==> src/rtl/sp_ram_pkg.sv <==
// Shared definitions for the single-port RAM round-robin controller:
// RDWEN encodings, parameter limits and the requester-ID width helper.
package sp_ram_pkg;

  typedef enum logic {
    SP_RAM_RD = 1'b0,
    SP_RAM_WR = 1'b1
  } rdwen_e;

  localparam int MAX_NUM_REQ = 8;
  localparam int MAX_RAM_LAT = 2;

  // A single requester still needs one ID bit so vectors never collapse to zero width.
  function automatic int id_width(input int n);
    return (n > 1) ? $clog2(n) : 1;
  endfunction

endpackage

==> src/rtl/sp_ram_rr_arb.sv <==
// Rotate-priority picker: first valid requester at or after rr_ptr_i, wrapping.
// Purely combinational; the caller owns the pointer.
module sp_ram_rr_arb #(
  parameter int NUM_REQ = 2,
  parameter int ID_W    = 1
) (
  input  logic [NUM_REQ-1:0] req_valid_i,
  input  logic [ID_W-1:0]    rr_ptr_i,
  output logic [NUM_REQ-1:0] gnt_o,
  output logic [ID_W-1:0]    win_o
);

  logic            found;
  logic [ID_W-1:0] idx;

  always_comb begin
    gnt_o = '0;
    win_o = '0;
    found = 1'b0;
    idx   = '0;
    for (int k = 0; k < NUM_REQ; k++) begin
      idx = ID_W'((int'(rr_ptr_i) + k) % NUM_REQ);
      if (!found && req_valid_i[idx]) begin
        found      = 1'b1;
        gnt_o[idx] = 1'b1;
        win_o      = idx;
      end
    end
  end

endmodule

==> src/rtl/sp_ram_rr_ctrl.sv <==
// Round-robin sharing of one single-port RAM among NUM_REQ valid/ready requesters.
// Define SP_RAM_RR_CTRL_PERF_EN to add saturating read/write/stall counters.
module sp_ram_rr_ctrl
  import sp_ram_pkg::*;
#(
  parameter int NUM_REQ    = 2,
  parameter int ADDR_WIDTH = 8,
  parameter int DATA_WIDTH = 32,
  parameter int RAM_LAT    = 1
) (
  input  logic                          CLK,
  input  logic                          RST,
  input  logic [NUM_REQ-1:0]            req_valid,
  output logic [NUM_REQ-1:0]            req_ready,
  input  logic [NUM_REQ-1:0]            req_we,
  input  logic [NUM_REQ*ADDR_WIDTH-1:0] req_addr,
  input  logic [NUM_REQ*DATA_WIDTH-1:0] req_wdata,
  input  logic [NUM_REQ*DATA_WIDTH-1:0] req_bw,
  output logic [NUM_REQ-1:0]            rsp_valid,
  output logic [DATA_WIDTH-1:0]         rsp_rdata,
  output logic                          ram_ce,
  output logic                          ram_rdwen,
  output logic [ADDR_WIDTH-1:0]         ram_a,
  output logic [DATA_WIDTH-1:0]         ram_di,
  output logic [DATA_WIDTH-1:0]         ram_bw,
  input  logic [DATA_WIDTH-1:0]         ram_do
`ifdef SP_RAM_RR_CTRL_PERF_EN
  ,
  output logic [31:0]                   perf_rd_cnt,
  output logic [31:0]                   perf_wr_cnt,
  output logic [31:0]                   perf_stall_cnt
`endif
);

  localparam int ID_W = id_width(NUM_REQ);

  logic [ID_W-1:0]               rr_ptr_q, rr_ptr_d;
  logic [ID_W-1:0]               win;
  logic [NUM_REQ-1:0]            gnt;
  logic                          xfer;
  logic                          rd_push;
  logic [RAM_LAT-1:0]            pipe_vld_q;
  logic [RAM_LAT-1:0][ID_W-1:0]  pipe_id_q;

  sp_ram_rr_arb #(
    .NUM_REQ (NUM_REQ),
    .ID_W    (ID_W)
  ) u_arb (
    .req_valid_i (req_valid),
    .rr_ptr_i    (rr_ptr_q),
    .gnt_o       (gnt),
    .win_o       (win)
  );

  assign req_ready = RST ? '0 : gnt;
  assign xfer      = |req_ready;
  assign rd_push   = xfer && (ram_rdwen == SP_RAM_RD);

  always_comb begin
    ram_ce    = xfer;
    ram_rdwen = SP_RAM_RD;
    ram_a     = '0;
    ram_di    = '0;
    ram_bw    = '0;
    for (int i = 0; i < NUM_REQ; i++) begin
      if (req_ready[i]) begin
        ram_rdwen = req_we[i] ? SP_RAM_WR : SP_RAM_RD;
        ram_a     = req_addr[i*ADDR_WIDTH +: ADDR_WIDTH];
        ram_di    = req_wdata[i*DATA_WIDTH +: DATA_WIDTH];
        ram_bw    = req_we[i] ? req_bw[i*DATA_WIDTH +: DATA_WIDTH] : '0;
      end
    end
  end

  always_comb begin
    rr_ptr_d = rr_ptr_q;
    if (xfer) begin
      rr_ptr_d = (int'(win) == NUM_REQ - 1) ? '0 : win + ID_W'(1);
    end
  end

  // The read pipe tracks which requester owns the RAM output RAM_LAT cycles later.
  always_ff @(posedge CLK) begin
    if (RST) begin
      rr_ptr_q   <= '0;
      pipe_vld_q <= '0;
      pipe_id_q  <= '0;
    end else begin
      rr_ptr_q      <= rr_ptr_d;
      pipe_vld_q[0] <= rd_push;
      pipe_id_q[0]  <= win;
      for (int i = 1; i < RAM_LAT; i++) begin
        pipe_vld_q[i] <= pipe_vld_q[i-1];
        pipe_id_q[i]  <= pipe_id_q[i-1];
      end
    end
  end

  always_comb begin
    rsp_valid = '0;
    rsp_rdata = '0;
    if (!RST && pipe_vld_q[RAM_LAT-1]) begin
      rsp_valid[pipe_id_q[RAM_LAT-1]] = 1'b1;
      rsp_rdata                       = ram_do;
    end
  end

`ifdef SP_RAM_RR_CTRL_PERF_EN
  logic [31:0] perf_rd_q, perf_wr_q, perf_stall_q;
  logic        stall;

  assign stall = |(req_valid & ~req_ready);

  always_ff @(posedge CLK) begin
    if (RST) begin
      perf_rd_q    <= '0;
      perf_wr_q    <= '0;
      perf_stall_q <= '0;
    end else begin
      if (rd_push && perf_rd_q != '1) perf_rd_q <= perf_rd_q + 32'd1;
      if (xfer && !rd_push && perf_wr_q != '1) perf_wr_q <= perf_wr_q + 32'd1;
      if (stall && perf_stall_q != '1) perf_stall_q <= perf_stall_q + 32'd1;
    end
  end

  assign perf_rd_cnt    = perf_rd_q;
  assign perf_wr_cnt    = perf_wr_q;
  assign perf_stall_cnt = perf_stall_q;
`endif

endmodule

==> config.mk <==
export PLATFORM = sky130hd
export DESIGN_NAME = sp_ram_rr_ctrl
export DESIGN_NICKNAME = d
export VERILOG_FILES = /design/src/rtl/sp_ram_pkg.sv /design/src/rtl/sp_ram_rr_arb.sv /design/src/rtl/sp_ram_rr_ctrl.sv
export SDC_FILE = /design/constraint.sdc
export NUM_CORES = 1
export LEC_CHECK = 0
export BUFFER_PORTS_ARGS = -buffer_cell sky130_fd_sc_hd__buf_4
export CORE_AREA = 2 2 114 116
export DETAILED_ROUTE_END_ITERATION = 16
export DIE_AREA = 0 0 116 118
export SYNTH_ARGS = -nofsm -noshare
export SYNTH_HDL_FRONTEND = slang
export SYNTH_SLANG_ARGS = --single-unit
==> constraint.sdc <==
create_clock -name CLK -period 1.1 [get_ports CLK]
set_input_delay 0 -clock CLK [delete_from_list [all_inputs] [get_ports CLK]]
set_output_delay 0 -clock CLK [all_outputs]
set_load 0.1 [all_outputs]
# Word-level counts from Yosys, hierarchy flattened
# Index checks and enable logic that the tools add are counted.
dict set report word_totals {
  reg_bits 3
  inputBits 182
}
dict set report classes {
  add_sub_neg 2
  magnitude_cmp 6
  n_mux 31
  bitwise 2
  reduce_logical 9
}
# cell count
set op_table {}
lappend op_table {{$mux 32} 7}
lappend op_table {{$mux 8} 2}
lappend op_table {{$mux 1} 15}
lappend op_table {{$mux 2} 4}
lappend op_table {{$logic_and 1x1->1} 6}
lappend op_table {{$lt 1x2->1 const B} 3}
lappend op_table {{$demux 1 s1} 3}
lappend op_table {{$ge 1x1->1 const B} 3}
lappend op_table {{$add 1x1->1 const B} 2}
lappend op_table {{$logic_not 1->1} 2}
lappend op_table {{$or 2x2->2} 1}
lappend op_table {{$reduce_or 2->1} 1}
lappend op_table {{$not 1->1} 1}

# Logic depth before layout (Yosys ltp)
dict set report depth {
  depth_word 12
  mapped_depth 4
  mapped_depth_nobuf 3
}

# Modules after synthesis
# A second synthesis with hierarchy kept.
dict set report hier_totals {
  hier_cells 148
  area_unflattened_um2 1166.1
}
# module n_inst cells_per_inst area_per_inst_um2 seq_area_each_um2
set by_module_without_submodules {}
lappend by_module_without_submodules {sp_ram_rr_ctrl 1 144 1136.1 60.1}
lappend by_module_without_submodules {sp_ram_rr_arb 1 4 30.0 0.0}

# Worst setup path after synthesis
# Ideal clock, no wire load.
dict set report synth_path {
  path_type {register -> output}
  from {register rr_ptr_q}
  to {output ram_a[0]}
  t_arrival_ps 2132
  t_required_ps 1100
  slack_ps -1032
  stages_incl_launch_ff 5
  cell_sequence {dfxtp_1 > and2b_4 > nor2_1 > buf_2 > a22o_1}
}
# item line_no
set synth_lines {}
lappend synth_lines {{start: declaration} sp_ram_rr_ctrl.sv:37} ;# logic [ID_W-1:0] rr_ptr_q, rr_ptr_d;
lappend synth_lines {{start signal: assignment} sp_ram_rr_ctrl.sv:89} ;# rr_ptr_q <= rr_ptr_d;
lappend synth_lines {{$add 1x1->1, or another cell as far along} sp_ram_rr_arb.sv:22} ;# idx = ID_W'((int'(rr_ptr_i) + k) % NUM_REQ);
lappend synth_lines {{$lt 1x2->1 (not written as such), or another cell as far along} sp_ram_rr_arb.sv:25} ;# gnt_o[idx] = 1'b1;
lappend synth_lines {{$logic_and 1x1->1 (not written as such) or $mux 1 (tied branches)} sp_ram_rr_arb.sv:25}
lappend synth_lines {{$mux 1 (not written as such) or $demux 1 s1 (tied branches)} --}
lappend synth_lines {{$demux 1 s1 or $mux 2 (tied branches)} --}
lappend synth_lines {{$or 2x2->2 (no source line)} --}
lappend synth_lines {{$mux 2 *} sp_ram_rr_arb.sv:23} ;# if (!found && req_valid_i[idx]) begin
lappend synth_lines {{$mux 2 *} sp_ram_rr_ctrl.sv:55} ;# assign req_ready = RST ? '0 : gnt;
lappend synth_lines {{net req_ready[1]} sp_ram_rr_ctrl.sv:14} ;# output logic [NUM_REQ-1:0] req_ready,
lappend synth_lines {{$mux 8 *} sp_ram_rr_ctrl.sv:66} ;# if (req_ready[i]) begin
lappend synth_lines {{end: declaration} sp_ram_rr_ctrl.sv:23} ;# output logic [ADDR_WIDTH-1:0] ram_a,
# The timed path passes the listed nets; every way through them passes the cells marked *. The select of a mux whose other input is x is not followed.

# Worst setup path after layout
dict set report layout_path {
  from {register rr_ptr_q}
  to {output ram_di[2]}
}
dict set report layout_via {
  elab_chain_len 10
}
# item line_no
set layout_rtl {}
lappend layout_rtl {{$add 1x1->1, or another cell as far along} sp_ram_rr_arb.sv:22}
lappend layout_rtl {{$lt 1x2->1 (not written as such), or another cell as far along} sp_ram_rr_arb.sv:25}
lappend layout_rtl {{$logic_and 1x1->1 (not written as such) or $mux 1 (tied branches)} sp_ram_rr_arb.sv:25}
lappend layout_rtl {{$mux 1 (not written as such) or $demux 1 s1 (tied branches)} --}
lappend layout_rtl {{$demux 1 s1 or $mux 2 (tied branches)} --}
lappend layout_rtl {{$or 2x2->2 (no source line)} --}
lappend layout_rtl {{$mux 2 *} sp_ram_rr_arb.sv:23}
lappend layout_rtl {{$mux 2 *} sp_ram_rr_ctrl.sv:55}
lappend layout_rtl {{$mux 32} sp_ram_rr_ctrl.sv:66}
lappend layout_rtl {{$mux 32 *} sp_ram_rr_ctrl.sv:66}
lappend layout_rtl {{end: declaration} sp_ram_rr_ctrl.sv:24} ;# output logic [DATA_WIDTH-1:0] ram_di,
# Every way passes the cells marked *; elsewhere a longest branch is shown, timed or not. The select of a mux whose other input is x is not followed.

==> flow_metrics.tcl <==
set metrics [dict create \
    ant_nets 0 \
    startpoint_type "flop" \
    ys_top_cells_by_count "50 x a22o_1, 33 x and2_1, 22 x a22o_2, 8 x buf_2" \
    peakVddDrop_mv 0.5226 \
    maxSlewViolCount 0 \
    max_slew.worst_pin.slew_ns 0.2852 \
    num_vias 2620 \
    numClockSinks 3 \
    setup_tns_ns -45.03 \
    cts_tree "built" \
    synthMostInstantiatedCell "a22o_1" \
    ys.flop_type "dfxtp_1" \
    drt_iter0_drc 43 \
    place_congestion 0.7607 \
    setup_viol 110 \
    worst-path-max-fanout 8 \
    yosys-top-cells-area "a22o_1 37%, a22o_2 18%, and2_1 17%" \
    syn_inst 143 \
    drive_gt1_frac 0.9804 \
    fin_crit_ns 1.643 \
    status "complete, but fails checks" \
    die_y_um 118 \
    critical_path_class "flop to output pin" \
    io-pin-count 292 \
    fmax_ghz 0.6087 \
    crit_path_end_kind "output pin" \
    skew_ns 0.00003979 \
    cts_buffer_depth 2 \
    whs_ns 0.07086 \
    ys_seq_area_frac 0.05042 \
    synth_edf_count 0 \
    ys_ff_latch 3 \
    dr.pass1.iters 4 \
    rrSetupSlack_ns -0.14 \
    n_antenna_cell 0 \
    power_density_nw_per_um2 702.9 \
    mappedNetlistArea_sq_um 1191 \
    hp-class "primary input to flop" \
    initial_core_util 0.09595 \
    coreArea_sq_um 12410 \
    synthToLayoutAreaGrowth_pct 429.7 \
    async_flop_share 0 \
    cp_data_required_time_ns 1.10 \
    root_buffer "clkbuf_16" \
    synth_warnings 0 \
    place_hpwl_um 7612 \
    die_x_um 116 \
    synth_cell_type_count 18 \
    grt_util_all_layers 0.1628 \
    grt_pass1_vias 3013 \
    rsz0062_at_grt "true" \
    critPathArrivalTime_ns 1.64 \
    avgRoutedWirePerCell_um 19.06 \
    synth_top_area_frac 0.3676 \
    gr-total-overflow 0 \
    drc 0 \
    cts_max_level 1 \
    fin_ws_ns -0.5429 \
    timing.critical_path.mode_cell "buf_12" \
    cts_made_buffers 3 \
    syn_nets 325 \
    die-area_sq_um 13690 \
    vias_per_cell 4.146 \
    power_leakage_nw 3.040 \
    crit_chain "and2b_4 > buf_6 > nor2_4 > buf_12 > buf_16 > a22o_4 > buf_12" \
    clkTransAtPathRegs_ns 0.03 \
    cp_slowest_cell "dfxtp_2" \
    finalHoldViolCount 0 \
    wirelength_um 12050 \
    dp_cells 601 \
    portBuffers 291 \
    fin_crit_sh 1.494 \
    cpPeakStageDelay_ns 0.32 \
    slew_headroom 0.8114 \
    synth_largest_area_cell "a22o_1" \
    avgSynthCellArea_sq_um 8.330 \
    grt_pass1_wl_um 17060 \
    cap_viol_max_count 0 \
    clock_latency_ns 0.22 \
    antenna_found_initial 0 \
    violations "negative setup slack" \
    post_layout_nonfiller_instances 632 \
    grt_max_degree 34 \
    hold_buffers 0 \
    nets 643 \
    std_cell_rows 41 \
]
## flip-flops by register name (all words and copies together) (netlist names)
name	cells
pipe_id_q	1
rr_ptr_q	1
pipe_vld_q	1
## kinds of logic (layout without fill, tap and decap cells)
kind of cell,count (synthesis),after routing,synth area share
AOI/OAI and AO/OA,75,75,0.5819
DFF,3,3,0.05042
buffers and inverters,18,335,0.1029
and+or+nand+nor,47,47,0.2647
## cell type report
type,instances,area (sq um)
Sequential cell,3,61.31
Fill cell,1051,6105
Multi-Input combinational cell,122,1727
Tap cell,172,215.2
Inverter,1,3.754
Timing Repair Buffer,330,4224
Clock buffer,4,78.83
## routing by layer
layer  global-route usage  routed length (um)  share of wire
met1               0.1674                4193           0.35
met2               0.3209                6687           0.55
met3              0.03913                 954          0.079
met4              0.03943                 213          0.018
met5                    0                   0              0
## stage by stage
step / setup WS, ns / utilization / area (sq um) / total power (W)
2_1_floorplan: -0.2734 / - / 1932 / 0.002124
3_3_place_gp: -0.3519 / 0.3494 / 4338 / 0.003020
3_5_place_dp: -0.3728 / 0.3494 / 4338 / 0.003039
4_1_cts: -0.5247 / 0.5042 / 6260 / 0.004417
5_1_grt: -0.5850 / 0.5083 / 6310 / 0.004574
6_report: -0.5429 / 0.5083 / 6310 / 0.004435
## power by group
| group | leakage, nW | total [W] | internal, W | switching, W |
|---|---|---|---|---|
| Combinational | 2.98 | 0.00375 | 0.00167 | 0.00208 |
| Clock | 0.0382 | 0.000567 | 0.000477 | 0.0000894 |
| Sequential | 0.0251 | 0.000123 | 0.000118 | 0.00000539 |
| Total | 3.04 | 0.00444 | 0.00226 | 0.00217 |
## final timing paths
kind,from,endpoint,cells past startpoint
worst max register to register,rr_ptr_q,pipe_vld_q,5
worst max-delay path,rr_ptr_q,ram_di[2],7
worst min-delay path,req_we[0],pipe_vld_q,3
worst min register to register,rr_ptr_q,rr_ptr_q,2
## cell usage in the layout (no fill, tap or decap), types with 2 or more instances in the layout
cell type	count
nor3b_4	2
buf_8	2
and2_4	33
buf_16	8
nor2_1	4
buf_4	189
buf_12	117
buf_6	10
nor2b_4	2
a22o_4	72
dfxtp_1	2
clkbuf_16	7
nor2_4	2
## worst max-delay path, delay by kind of cell, from the launching register on
kind                   cells  cell delay [ns]
AOI/OAI and AO/OA          1             0.23
buffers and inverters      4             0.56
DFF                        1             0.32
and+or+nand+nor            2             0.31
## timing repair
action	4_1_cts	5_1_grt
gates resized for setup	350	14
pin swaps	33	10
cloned	10	5
endpoints found under the hold margin	0	0
setup endpoints to repair	109	110
setup buffers	14	6
Power figures use the tool's default switching activity.
